$ cat config.mk
export PLATFORM = sky130hd
export DESIGN_NAME = gcd_stein_seq
export DESIGN_NICKNAME = d
export VERILOG_FILES = /design/src/rtl/gcd_stein_seq.sv
export SDC_FILE = /design/constraint.sdc
export NUM_CORES = 1
export LEC_CHECK = 0
export BUFFER_PORTS_ARGS = -buffer_cell sky130_fd_sc_hd__buf_4
export CORE_MARGIN = 8
export CORE_UTILIZATION = 64
export DETAILED_ROUTE_END_ITERATION = 8
export PLACE_DENSITY_LB_ADDON = 0.08
export SLEW_MARGIN = 20
export SYNTH_ARGS = -nofsm -noshare
export SYNTH_HDL_FRONTEND = slang
export SYNTH_SLANG_ARGS = --single-unit
$ cat constraint.sdc
create_clock -name clk -period 4.45 [get_ports clk]
set_input_delay 0.2225 -clock clk [delete_from_list [all_inputs] [get_ports clk]]
set_output_delay 0.2225 -clock clk [all_outputs]
set_load 0.01 [all_outputs]
$ cat src/rtl/gcd_stein_seq.sv
// -----------------------------------------------------------------------------
// gcd_stein_seq
//
// Iterative binary (Stein) GCD engine. One shift or subtract step is taken per
// clock. Operands are accepted through a valid/ready handshake while the engine
// is idle. The result is offered through a valid/ready handshake and is held
// until the consumer takes it.
//
// Optional feature (compile-time macro GCD_CYCLE_COUNT_EN):
//   When defined, a `cycles` output reports how many STRIP/REDUCE cycles the
//   current result took. When undefined, the port and its counter do not exist.
//
// Ports:
//   clk        in   1      rising-edge clock
//   reset      in   1      synchronous active-high reset
//   in_valid   in   1      a/b are valid
//   in_ready   out  1      engine can accept operands (IDLE only)
//   a, b       in   WIDTH  unsigned operands
//   out_valid  out  1      result is valid (DONE only)
//   out_ready  in   1      consumer accepts the result
//   result     out  WIDTH  gcd(a, b)
//   busy       out  1      engine is in STRIP or REDUCE
//   cycles     out  CNT_W  compute-cycle count (GCD_CYCLE_COUNT_EN only)
// -----------------------------------------------------------------------------
module gcd_stein_seq #(
    parameter int WIDTH = 8,
    parameter int CNT_W = $clog2(3*WIDTH+2)
) (
    input  logic             clk,
    input  logic             reset,
    input  logic             in_valid,
    output logic             in_ready,
    input  logic [WIDTH-1:0] a,
    input  logic [WIDTH-1:0] b,
    output logic             out_valid,
    input  logic             out_ready,
    output logic [WIDTH-1:0] result,
    output logic             busy
`ifdef GCD_CYCLE_COUNT_EN
    ,
    output logic [CNT_W-1:0] cycles
`endif
);

    localparam int K_W = $clog2(WIDTH) + 1;

    typedef enum logic [1:0] {
        S_IDLE   = 2'd0,
        S_STRIP  = 2'd1,
        S_REDUCE = 2'd2,
        S_DONE   = 2'd3
    } state_t;

    state_t           state_q, state_d;
    logic [WIDTH-1:0] x_q, x_d;
    logic [WIDTH-1:0] y_q, y_d;
    logic [K_W-1:0]   k_q, k_d;
    logic [WIDTH-1:0] result_q, result_d;

    // Both differences are computed unconditionally; only the one whose
    // minuend is the larger operand is ever selected, so neither wraps in use.
    logic [WIDTH-1:0] diff_xy;
    logic [WIDTH-1:0] diff_yx;

    assign diff_xy = x_q - y_q;
    assign diff_yx = y_q - x_q;

    always_comb begin
        state_d  = state_q;
        x_d      = x_q;
        y_d      = y_q;
        k_d      = k_q;
        result_d = result_q;

        case (state_q)
            S_IDLE: begin
                if (in_valid) begin
                    x_d     = a;
                    y_d     = b;
                    k_d     = '0;
                    state_d = S_STRIP;
                end
            end

            // Remove the common power of two, remembering it in k.
            S_STRIP: begin
                if (x_q == '0) begin
                    result_d = y_q;
                    state_d  = S_DONE;
                end else if (y_q == '0) begin
                    result_d = x_q;
                    state_d  = S_DONE;
                end else if (!x_q[0] && !y_q[0]) begin
                    x_d = x_q >> 1;
                    y_d = y_q >> 1;
                    k_d = k_q + K_W'(1);
                end else begin
                    state_d = S_REDUCE;
                end
            end

            // At least one operand is odd here, so a lone even operand can
            // drop its factor of two, and the difference of two odd values is
            // even and can be halved in the same step.
            S_REDUCE: begin
                if (x_q == '0) begin
                    result_d = y_q << k_q;
                    state_d  = S_DONE;
                end else if (y_q == '0) begin
                    result_d = x_q << k_q;
                    state_d  = S_DONE;
                end else if (!x_q[0]) begin
                    x_d = x_q >> 1;
                end else if (!y_q[0]) begin
                    y_d = y_q >> 1;
                end else if (x_q >= y_q) begin
                    x_d = diff_xy >> 1;
                end else begin
                    y_d = diff_yx >> 1;
                end
            end

            S_DONE: begin
                if (out_ready) begin
                    state_d = S_IDLE;
                end
            end

            default: begin
                state_d = S_IDLE;
            end
        endcase
    end

    always_ff @(posedge clk) begin
        if (reset) begin
            state_q  <= S_IDLE;
            x_q      <= '0;
            y_q      <= '0;
            k_q      <= '0;
            result_q <= '0;
        end else begin
            state_q  <= state_d;
            x_q      <= x_d;
            y_q      <= y_d;
            k_q      <= k_d;
            result_q <= result_d;
        end
    end

    // Handshake outputs are pure decodes of the state register, so nothing
    // on the consumer side can reach them combinationally.
    assign in_ready  = (state_q == S_IDLE);
    assign out_valid = (state_q == S_DONE);
    assign busy      = (state_q == S_STRIP) || (state_q == S_REDUCE);
    assign result    = result_q;

`ifdef GCD_CYCLE_COUNT_EN
    logic [CNT_W-1:0] cycles_q, cycles_d;

    always_comb begin
        cycles_d = cycles_q;
        if ((state_q == S_IDLE) && in_valid) begin
            cycles_d = '0;
        end else if (busy) begin
            cycles_d = cycles_q + CNT_W'(1);
        end
    end

    always_ff @(posedge clk) begin
        if (reset) begin
            cycles_q <= '0;
        end else begin
            cycles_q <= cycles_d;
        end
    end

    assign cycles = cycles_q;
`endif

endmodule

Word level (Yosys, flattened, before mapping)
Index checks and enable logic that the tools add are counted.
{ "word_totals": {"register_bits": 30, "in_bits": 20, "wordCells": 85} }
{ "op_classes": {"add_sub_neg": 3, "magnitude_cmp": 1, "eq_ne": 17, "shift": 2, "n_mux": 38, "n_reduce_logical": 17} }
{ "ops": {"columns": ["cell", "n"], "rows": [
  ["$mux W8", 22],
  ["$pmux W8 S3", 2],
  ["$reduce_and A9 Y1", 2],
  ["$logic_not A8 Y1", 2],
  ["$mux W4", 4],
  ["$pmux W8 S2", 1],
  ["$shl A8 B4 Y8", 2],
  ["$sub A8 B8 Y8", 2],
  ["$ne A3 B3 Y1 const B", 5],
  ["$mux W2", 7],
  ["$ne A2 B2 Y1 const B", 7],
  ["$ge A8 B8 Y1", 1],
  ["$pmux W2 S4", 1],
  ["$pmux W4 S2", 1],
  ["$reduce_and A8 Y1", 1],
  ["$reduce_and A7 Y1", 1],
  ["$reduce_and A5 Y1", 1],
  ["$add A4 B1 Y4 const B", 1],
  ["$eq A2 B2 Y1 const B", 2],
  ["$ne A4 B4 Y1 const B", 1],
  ["$reduce_and A4 Y1", 1],
  ["$reduce_bool A2 Y1", 2],
  ["$reduce_and A3 Y1", 1],
  ["$reduce_bool A3 Y1", 1],
  ["6 further kinds", 7]
]} }

Logic depth before layout (Yosys ltp)
Gate-level depths: netlist of run 1.
{ "logic_depth": {"ltp_word": 7, "ltp_mapped": 11} }

Least setup slack after synthesis of run 1
Ideal clock, no wire load.
{ "synth_path": {"path_kind": "register to register", "startpoint": "reg x_q[0]", "endpoint": "reg y_q[7]", "arrival_time_ns": 2.534, "required_time_ns": 4.320, "slack_ns": 1.786, "stages_incl_launch_ff": 12, "path_buffers": 2, "path_cell_list": "dfxtp_1 > buf_2 > inv_1 > ha_1 > fa_1 > nand2b_1 > o2bb2ai_1 > a2111oi_0 > nor3_1 > buf_2 > a31oi_1 > nor2_1"} }
{ "synth_between": {"elab_chain_cells": 4, "word_cells_on_any_way": 10, "classes_between": "order compare (1); eq/ne (5); reduce/logical (4)"} }
{ "synth_rtl": {"columns": ["item", "line_no", "source"], "rows": [
  ["start: declaration", "55", "logic [WIDTH-1:0] x_q, x_d;"],
  ["start signal: assignment", "138", "x_q <= '0;"],
  ["start signal: assignment", "144", "x_q <= x_d;"],
  ["branches (longest 3 deep; another with $ge A8 B8 Y1)", null, null],
  ["$reduce_and A9 Y1 (no line) *", null, null],
  ["end signal: assignment", "145", "y_q <= y_d;"],
  ["end: declaration", "56", "logic [WIDTH-1:0] y_q, y_d;"]
]} }
Every way passes the cells marked *.
A chain may end at the register's enable or synchronous reset.

Final worst setup path of run 1
{ "layout_path": {"startpoint": "reg x_q[0]", "endpoint": "reg x_q[3]"} }
{ "layout_between": {"elab_chain_cells": 7, "word_cells_on_any_way": 17, "classes_between": "add/sub (1); order compare (1); eq/ne (5); mux (6); reduce/logical (4)"} }
{ "layout_rtl": {"columns": ["item", "line_no", "source"], "rows": [
  ["$sub A8 B8 Y8", "65", "assign diff_xy = x_q - y_q;"],
  ["$mux W8", "116", "end else if (x_q >= y_q) begin"],
  ["$mux W8", "114", "end else if (!y_q[0]) begin"],
  ["$mux W8", "112", "end else if (!x_q[0]) begin"],
  ["$mux W8", "109", "end else if (y_q == '0) begin"],
  ["$mux W8", "106", "if (x_q == '0) begin"],
  ["$pmux W8 S3", "75", "case (state_q)"]
]} }
Several ways; a longest one is shown, not always the timed one. The select of a mux whose other input is x is not followed.

==> results_dict.tcl, run 1 <==
set metrics [dict create \
    drc 0 \
    place.gp.congestion 0.963 \
    drt-pass1-iter-count 5 \
    finish.instance_area_mm2 0.00305 \
    grt_usage_pct 24.2 \
    numCtsBuffers 5 \
    regArea_um2 601 \
    coreArea_mm2 0.00426 \
    status "complete, no violations" \
    finalWorstSetupSlack_ps 1220 \
    cts-root-buf "clkbuf_8" \
    worstSetupPathType "register to register" \
    finalHoldViolCount 0 \
    combinationalPowerShare_pct 72.6 \
    grt_pass1_wl_um 12900 \
    cp_max_fo 11 \
    ys_types 63 \
    synth_cells 352 \
    multiInputGateArea_mm2 0.00198 \
    yosysTopAreaCell "dfxtp_1" \
    setup_tns_ps 0 \
    clkPwrFrac_pct 8.9 \
    cts_max_level 2 \
    io_buffers 30 \
    clk_latency_ps 290 \
    start_util_pct 64.8 \
    clkSinkCount 30 \
    antenna_left 0 \
    power.density_mw_per_mm2 840 \
    cts_tree "built" \
    n_antenna_cell 0 \
    grt_pass1_vias 2654 \
    clk_path_buf_depth 2 \
    cap_violations 0 \
    vias 2813 \
    yosys_warnings 0 \
    vias_per_cell 6.73 \
    ir_worst_vdd_mv 0.561 \
    ys_top_cells_by_area "dfxtp_1, ha_1, nor2_1" \
    hp-class "input port to register" \
    wl_um 7800 \
    yosys.area.top_type_share_pct 21.7 \
    critPathLaunch "x_q[0]$_SDFFE_PP0P_" \
    yosys_register_bits 30 \
    p_switching_mw 1.35 \
    r2r_end "x_q[3]$_SDFFE_PP0P_" \
    final_core_util_pct 71.5 \
    antenna_found_initial 0 \
    switching_share_pct 52.7 \
    syn2layout_area_growth_pct 10.4 \
    critPathArrivalTime_ps 3450 \
    dpl_cell_area_mm2 0.00296 \
    finalSetupViolations 0 \
    synth_fp_nets 395 \
    max_clock_freq_mhz 309 \
    fillers 362 \
    p_int_mw 1.21 \
    worst_slew_pin_slew_ps 825 \
    drt-initial-drc-count 226 \
    r2r_slack_ps 1220 \
    place_hpwl_um 5830 \
    cts.repair.resized 0 \
    required_ps 4670 \
    pin_count 31 \
    clkTransAtPathRegs_ps 70 \
    synth_top_flop_cell "dfxtp_1" \
    p_leak_nw 1.17 \
    die_h_um 81.7 \
    wl_per_cell_um 18.7 \
    die_width_um 81.7 \
    preCtsSetupSlack_ps 1280 \
    maxSlewHeadroom_pct 45.0 \
    reg2regPathDepth 9 \
    seq_area_frac_synth_pct 21.7 \
    p_seq_share_pct 18.5 \
    syn_area_mm2 0.00276 \
    stdcell_count 418 \
    post_cts_buffers 0 \
    rsz0062_at_grt "no" \
    layout_min_cycle_time_ps 3230 \
    fin_worst_skew_ps 9.09 \
    hold_buffers 0 \
    cp-end-kind "register" \
    fp.dieArea_mm2 0.00667 \
    grt-ovfl-total 0 \
    fin_crit_sh_pct 72.6 \
    avgSynthCellArea_um2 7.84 \
    synth_edf_count 0 \
    dp.cells 410 \
    fin_nets 408 \
    grt_start_max_net_pins 28 \
    synthArstFlopShare_pct 0 \
    rows 24 \
    crit_end "x_q[3]$_SDFFE_PP0P_" \
    drive_gt1_share_pct 15.0 \
    slew_viol_final 0 \
    r2r-start "x_q[0]$_SDFFE_PP0P_" \
    crit_path_start_kind "register" \
]
==> cells in the mapped netlist, types with 2 or more instances <==
| library cell | instances |
|---|---|
| o221ai_1 | 5 |
| a211oi_1 | 7 |
| nor3_1 | 10 |
| o21ai_1 | 10 |
| fa_1 | 2 |
| o2111ai_1 | 2 |
| nand2b_1 | 3 |
| xor2_1 | 4 |
| nor2b_1 | 4 |
| mux2_2 | 2 |
| a21oi_1 | 17 |
| mux2i_1 | 6 |
| or4_4 | 2 |
| or4_1 | 2 |
| o41ai_1 | 4 |
| o31a_1 | 2 |
| ha_1 | 21 |
| or2_2 | 3 |
| nand3_1 | 6 |
| o22ai_1 | 3 |
| o21ai_0 | 13 |
| o32ai_2 | 3 |
| clkinv_1 | 2 |
| a21o_1 | 5 |
| nor2_1 | 33 |
| buf_2 | 6 |
| dfxtp_1 | 30 |
| nand2_1 | 29 |
| or3_1 | 2 |
| a41oi_1 | 7 |
| o21a_1 | 4 |
| a221oi_1 | 8 |
| a2111oi_0 | 2 |
| clkbuf_1 | 19 |
| a31oi_1 | 7 |
| xnor2_1 | 10 |
| inv_1 | 18 |
| o211ai_1 | 9 |
| o32ai_1 | 6 |
==> state kept, by name, summed over array words and instances (netlist names) <==
signal	flops
state_q	2
x_q	8
k_q	4
result	8
y_q	8
==> cell type report <==
class / instances / area share, %
Clock buffer: 7 / 2.83
Clock inverter: 1 / 0.164
Inverter: 21 / 2.59
Multi-Input combinational cell: 276 / 65.0
Sequential cell: 30 / 19.7
Tap cell: 52 / 2.13
Timing Repair Buffer: 31 / 7.63
==> cell usage in the layout (no fill, tap or decap), drive strengths merged, types with 8 or more instances in the layout <==
| cell type | netlist | final |
|---|---|---|
| a21oi | 17 | 17 |
| buf | 6 | 31 |
| nor3 | 11 | 11 |
| dfxtp | 30 | 30 |
| nor2 | 33 | 33 |
| inv | 19 | 19 |
| a221oi | 8 | 8 |
| o211ai | 9 | 9 |
| o32ai | 9 | 9 |
| o21ai | 24 | 24 |
| xnor2 | 10 | 10 |
| nand2 | 29 | 29 |
| ha | 21 | 21 |
==> power groups by stage <==
stage / Combinational [mW] / Clock (mW) / Sequential [mW]
after floorplan: 1.47 / 0 / 0.425
after global placement: 1.80 / 0 / 0.474
after detailed placement: 1.82 / 0 / 0.474
after CTS: 1.84 / 0.228 / 0.468
after global routing: 2.04 / 0.242 / 0.485
final: 1.86 / 0.229 / 0.473
==> stage by stage <==
stage	power, mW	hold WS [ps]
after floorplan	1.89	378
after global placement	2.27	473
after detailed placement	2.30	478
after CTS	2.53	193
after global routing	2.77	230
final	2.56	191
==> cell families after synthesis <==
logic type                 synth area share, %
xor gates and xnor gates                  4.44
and+or+nand+nor                           18.3
AOI/OAI and AO/OA                         34.2
buffers and inverters                     6.52
muxes                                     3.81
DFF                                       21.7
adders and majority gates                 11.0
==> per-layer routing <==
layer  share of wire [%]  GRT usage [%]  vias to the layer above
li1                    -              -                     1351
met1                  42           30.1                     1331
met2                  49           40.3                      105
met3                 5.9           3.61                       26
met4                 3.4           11.4                        0
met5                   0              0                        -
==> worst min path at each step <==
stage / start / end / slack, ps / cells past startpoint
finish: b[7] / y_q[7]$_SDFFE_PP0P_ / 190 / 3
global route: b[7] / y_q[7]$_SDFFE_PP0P_ / 230 / 3
CTS: b[7] / y_q[7]$_SDFFE_PP0P_ / 190 / 3
detailed placement: b[7] / y_q[7]$_SDFFE_PP0P_ / 480 / 3
global placement: b[7] / y_q[7]$_SDFFE_PP0P_ / 470 / 3
floorplan: b[7] / y_q[7]$_SDFFE_PP0P_ / 380 / 2
==> worst max-delay path, cell delays in order (launching register included) <==
cell	delay, ps
dfxtp_1	540
inv_1	140
ha_1	250
fa_1	400
nand2b_1	160
o2bb2ai_1	210
a211oi_1	660
o211a_1	450
o221ai_1	180
a21oi_1	170
Power figures use the tool's default switching activity.
==> inputs of run 2 (changes only) <==
CORE_UTILIZATION = 54   (was 64)
clock period = 2.6 ns   (was 4.45 ns; I/O delays follow)
==> run 2 against run 1 <==
  * Worst hold slack worse by 98 ps
  * Sequential power grew 60%
  * Sequential share of layout area decreased by 1.6 points
  * Final area grew 8.8%
==> results_dict.tcl, run 2 (synthesis gave the netlist of run 1 again) <==
set metrics [dict create \
    status "complete, no violations" \
    cp_max_fo 13 \
    critical_path.top_delay_family "adder cells" \
    timing.hold.ws_ps 92.1 \
    finalSetupViolations 0 \
    fin_worst_skew_ps 10.2 \
    r2r_slack_ps 40 \
    drt-pass1-iter-count 5 \
    whs_path_depth 3 \
    drt-initial-drc-count 252 \
    cts_tree "built" \
    grt_start_max_net_pins 24 \
    crit_path_start_kind "register" \
    hp-class "input port to register" \
    cp-end-kind "register" \
    n_antenna_cell 0 \
    hold_end "y_q[7]$_SDFFE_PP0P_" \
    wl_per_cell_um 18.8 \
    cts_max_level 2 \
    cap_violations 0 \
    wl_um 8660 \
    p_leak_nw 1.30 \
    grt-ovfl-total 0 \
    maxSlewHeadroom_pct 55.2 \
    dpl_cell_area_mm2 0.00318 \
    die_h_um 87.5 \
    clkTransAtPathRegs_ps 70 \
    place.gp.congestion 0.940 \
    vias_per_cell 6.38 \
    clkSinkCount 30 \
    reg2regPathDepth 10 \
    syn2layout_area_growth_pct 20.2 \
    grt_pass1_vias 2924 \
    antenna_found_initial 0 \
    r2r-start "x_q[0]$_SDFFE_PP0P_" \
    clk_path_buf_depth 2 \
    coreArea_mm2 0.00501 \
    worstSetupPathType "register to register" \
    worst_slew_pin_slew_ps 668 \
    start_util_pct 55.1 \
    io_buffers 30 \
    pin_count 31 \
    drc 0 \
    vias 2949 \
    numCtsBuffers 5 \
    max_stage_delay_ps 420 \
    path_buf_inv 2 \
    grt_usage_pct 23.5 \
    hold_buffers 0 \
    rows 26 \
    place_hpwl_um 6460 \
    final_cell_mix "buf_4, nor2_1, dfxtp_1, nand2_1, ha_1" \
    ir_worst_vdd_mv 0.779 \
    critical_path_cell_count 10 \
    finish.instance_area_mm2 0.00332 \
    finalHoldViolCount 0 \
    drive_gt1_share_pct 21.9 \
    required_ps 2790 \
    max_clock_freq_mhz 391 \
    layout_min_cycle_time_ps 2560 \
    fin_crit_sh_pct 98.4 \
    power.density_mw_per_mm2 1450 \
    cts-root-buf "clkbuf_8" \
    crit_chain "inv_1 > ha_1 > fa_1 > nand2b_4 > o2bb2ai_4 > a2111oi_4 > nor3_1 > buf_4 > or3_1 > o41ai_1" \
    clk_latency_ps 290 \
    die_width_um 87.5 \
    critPathArrivalTime_ps 2750 \
    layout_commonest_cell "buf_4" \
    slew_viol_final 0 \
    grt_pass1_wl_um 14200 \
    fin_nets 434 \
    antenna_left 0 \
    r2r_end "y_q[4]$_SDFFE_PP0P_" \
    min_from "b[7]" \
    fp.dieArea_mm2 0.00766 \
    crit_slowest_cell "fa_1" \
]
-- run 2: final cells by class --
class,instances,area (um2)
fillers,462,1690
inverters,21,78.8
repair buffers,57,428
well taps,70,87.6
flip-flops and latches,30,601
clock inverters,1,5.00
clock buffers,7,86.3
multi-input cells,276,2030
-- run 2: tightest hold or removal path: stages --
cell	delay (ps)
buf_4	80
a31oi_1	70
nor2_1	70
-- run 2: timing repair --
item,4_1_cts,5_1_grt
resized for setup,1,5
setup buffers,0,1
setup endpoints to repair,2,15
pin swaps,1,2
-- run 2: per-stage QoR --
step	cells	setup WS, ps	utilization [%]	TNS (ps)	power, mW
2_1_floorplan	352	-11.6	-	-11.6	3.27
3_3_place_gp	453	56.4	63.5	0	4.17
3_5_place_dp	453	4.61	63.5	0	4.21
4_1_cts	461	17.9	65.3	0	4.65
5_1_grt	462	-35.9	66.2	-35.9	5.17
6_report	462	41.3	66.2	0	4.81
-- run 2: worst max path at each step --
stage                   startpoint                   to  slack [ps]
6_report       x_q[0]$_SDFFE_PP0P_  y_q[4]$_SDFFE_PP0P_          40
5_1_grt        x_q[0]$_SDFFE_PP0P_  y_q[4]$_SDFFE_PP0P_         -40
4_1_cts        x_q[0]$_SDFFE_PP0P_  y_q[1]$_SDFFE_PP0P_          20
3_5_place_dp   x_q[0]$_SDFFE_PP0P_  x_q[3]$_SDFFE_PP0P_           5
3_3_place_gp   x_q[0]$_SDFFE_PP0P_  x_q[3]$_SDFFE_PP0P_          60
2_1_floorplan  x_q[0]$_SDFFE_PP0P_  x_q[6]$_SDFFE_PP0P_         -10
-- run 2: power by group --
group	leakage, nW	internal (mW)	switching (mW)
Sequential	0.246	0.590	0.166
Combinational	1.01	1.51	2.13
Clock	0.0482	0.214	0.198
Total	1.30	2.32	2.50
-- run 2: layer usage --
metal,up-vias,global-route usage [%],part of all wire (%)
met4,0,9.22,2.1
met3,18,4.43,5.9
met2,101,39.7,50
met5,-,0,0
li1,1406,-,-
met1,1424,28.4,42
==> inputs of run 3 (changes only) <==
ABC_AREA = 1   (was default)
CORE_ASPECT_RATIO = 0.8   (was default)
==> run 3 against run 2 <==
  * Routed wire length is 1.6% higher
  * Fmax is 10% higher
  * Cell count is 25% higher
  * Highest routed layer unchanged
  * Global-route usage is 0.62 points lower
  * Sequential share of layout area is 0.099 points higher
  * Clock skew is 4.9 ps lower
  * Synthesized cell count is 37% higher
  * Critical path depth is 3 higher
  * Synthesized area is 5.9% higher
  * Worst hold slack better by 22 ps
==> results_dict.tcl, run 3 <==
set metrics [dict create \
    finish.instance_area_mm2 0.00331 \
    vias_per_cell 5.60 \
    io_buffers 30 \
    crit_chain "inv_1 > ha_1 > fa_1 > inv_1 > nand2_1 > nand2_1 > nand3_1 > nand3_2 > nand3_2 > nand3_2 > inv_1 > o21ai_0 > nor2_1" \
    rows 24 \
    yosys.area.top_type_share_pct 20.5 \
    layout_min_cycle_time_ps 2320 \
    fin_crit_sh_pct 89.4 \
    avgSynthCellArea_um2 6.08 \
    finalSetupViolations 0 \
    antenna_found_initial 0 \
    path_buf_inv 3 \
    wl_um 8800 \
    syn_area_mm2 0.00292 \
    synth_fp_nets 524 \
    setup_tns_ps 0 \
    grtUsageMet3_pct 4.23 \
    synth_top_cells_by_count "nand2_1, inv_1, a21oi_1, nand3_1, nor2_1" \
    multiInputGateArea_mm2 0.00201 \
    seq_area_frac_synth_pct 20.5 \
    hp-class "input port to register" \
    ys_types 36 \
    synth_most_common_cell "nand2_1" \
    hold_buffers 0 \
    start_util_pct 54.7 \
    fin_worst_skew_ps 5.29 \
    rsz0062_at_grt "no" \
    max_stage_delay_ps 400 \
    n_antenna_cell 0 \
    critical_path.top_delay_family "simple AND/OR/NAND/NOR gates" \
    crit_slowest_cell "fa_1" \
    regArea_um2 602 \
    synthArstFlopShare_pct 0 \
    final_core_util_pct 61.9 \
    fillers 539 \
    yosys_warnings 0 \
    cts_tree "built" \
    coreArea_mm2 0.00535 \
    worstSetupPathType "register to register" \
    pin_count 31 \
    cts_max_level 2 \
    met1_usage_pct 32.5 \
    r2r_end "y_q[1]$_SDFFE_PP0P_" \
    die_width_um 98.3 \
    dpl_cell_area_mm2 0.00321 \
    required_ps 2780 \
    crit_end "y_q[1]$_SDFFE_PP0P_" \
    antenna_left 0 \
    cts-root-buf "clkbuf_8" \
    max_clock_freq_mhz 430 \
    grt_start_max_net_pins 18 \
    clkSinkCount 30 \
    r2r_slack_ps 280 \
    cap_violations 0 \
    grt_usage_pct 22.8 \
    yosysTopAreaCell "dfxtp_1" \
    critPathLaunch "x_q[0]$_SDFFE_PP0P_" \
    grt_pass1_vias 3064 \
    syn2layout_area_growth_pct 13.1 \
    yosys_register_bits 30 \
    drc 0 \
    grtUsageMet2_pct 35.0 \
    numCtsBuffers 5 \
    cp_max_fo 13 \
    synth_top_flop_cell "dfxtp_1" \
    cp-end-kind "register" \
    drt-pass1-iter-count 4 \
    final_cell_mix "nand2_1, inv_1, a21oi_1, nor2_1, nand3_1" \
    synth_edf_count 0 \
    synth_cells 481 \
    ys_top_cells_by_area "dfxtp_1, nand2_1, a21oi_1" \
    drive_gt1_share_pct 15.8 \
    die_h_um 81.8 \
    clk_path_buf_depth 2 \
    layout_commonest_cell "nand2_1" \
    finalHoldViolCount 0 \
    vias 3234 \
    clk_latency_ps 280 \
    place_hpwl_um 6830 \
    critPathArrivalTime_ps 2500 \
    place.gp.congestion 0.942 \
    reg2regPathDepth 13 \
    grt-ovfl-total 0 \
    grt_pass1_wl_um 14900 \
    slew_viol_final 0 \
    fp.dieArea_mm2 0.00804 \
    wl_per_cell_um 15.3 \
    crit_path_start_kind "register" \
    r2r-start "x_q[0]$_SDFFE_PP0P_" \
    drt-initial-drc-count 266 \
    maxSlewHeadroom_pct 58.7 \
    clkTransAtPathRegs_ps 70 \
    critical_path_cell_count 13 \
    status "complete, no violations" \
    worst_slew_pin_slew_ps 619 \
    fin_nets 554 \
    grt-busiest-layer "met2" \
]
-- run 3: repair_timing --
| item | CTS | global route |
|---|---|---|
| setup buffers | 0 | 0 |
| resized for setup | 0 | 1 |
| setup endpoints to repair | 0 | 8 |
-- run 3: cell families after synthesis --
kind of cell    share of synthesized area, %
xor+xnor                                2.10
fa+ha+maj                               10.4
buf+inv                                 10.7
compound gates                          19.5
simple gates                            36.9
flops                                   20.5
-- run 3: cell type report --
class / count / share of cell area [%]
clock buffers: 7 / 2.61
inverters: 60 / 6.89
multi-input cells: 375 / 60.8
repair buffers: 39 / 8.85
flip-flops and latches: 30 / 18.2
well taps: 65 / 2.46
clock inverters: 1 / 0.151
-- run 3: per-stage QoR --
step / setup WS (ps) / std cells / hold slack (ps)
CTS: 230 / 577 / 108
floorplan: 523 / 481 / 290
detailed placement: 234 / 569 / 408
finish: 277 / 577 / 114
global route: 51.7 / 577 / 116
global placement: 348 / 569 / 405
-- run 3: worst min path at each step --
stage,startpoint,endpoint,cells past startpoint
global route,reset,y_q[3]$_SDFFE_PP0P_,2
CTS,reset,y_q[4]$_SDFFE_PP0P_,2
finish,reset,y_q[3]$_SDFFE_PP0P_,2
detailed placement,reset,y_q[3]$_SDFFE_PP0P_,2
floorplan,b[7],y_q[7]$_SDFFE_PP0P_,2
global placement,reset,y_q[4]$_SDFFE_PP0P_,2
-- run 3: routing by layer --
layer / vias up / part of all wire, % / routed length (um)
met3: 8 / 9.4 / 827
li1: 1625 / - / -
met2: 159 / 41 / 3630
met1: 1442 / 49 / 4280
met5: - / 0 / 0
met4: 0 / 0.68 / 60
Power of run 3 is not shown: default switching activity piles up to over one toggle a cycle in this logic, so the estimate is an artifact.
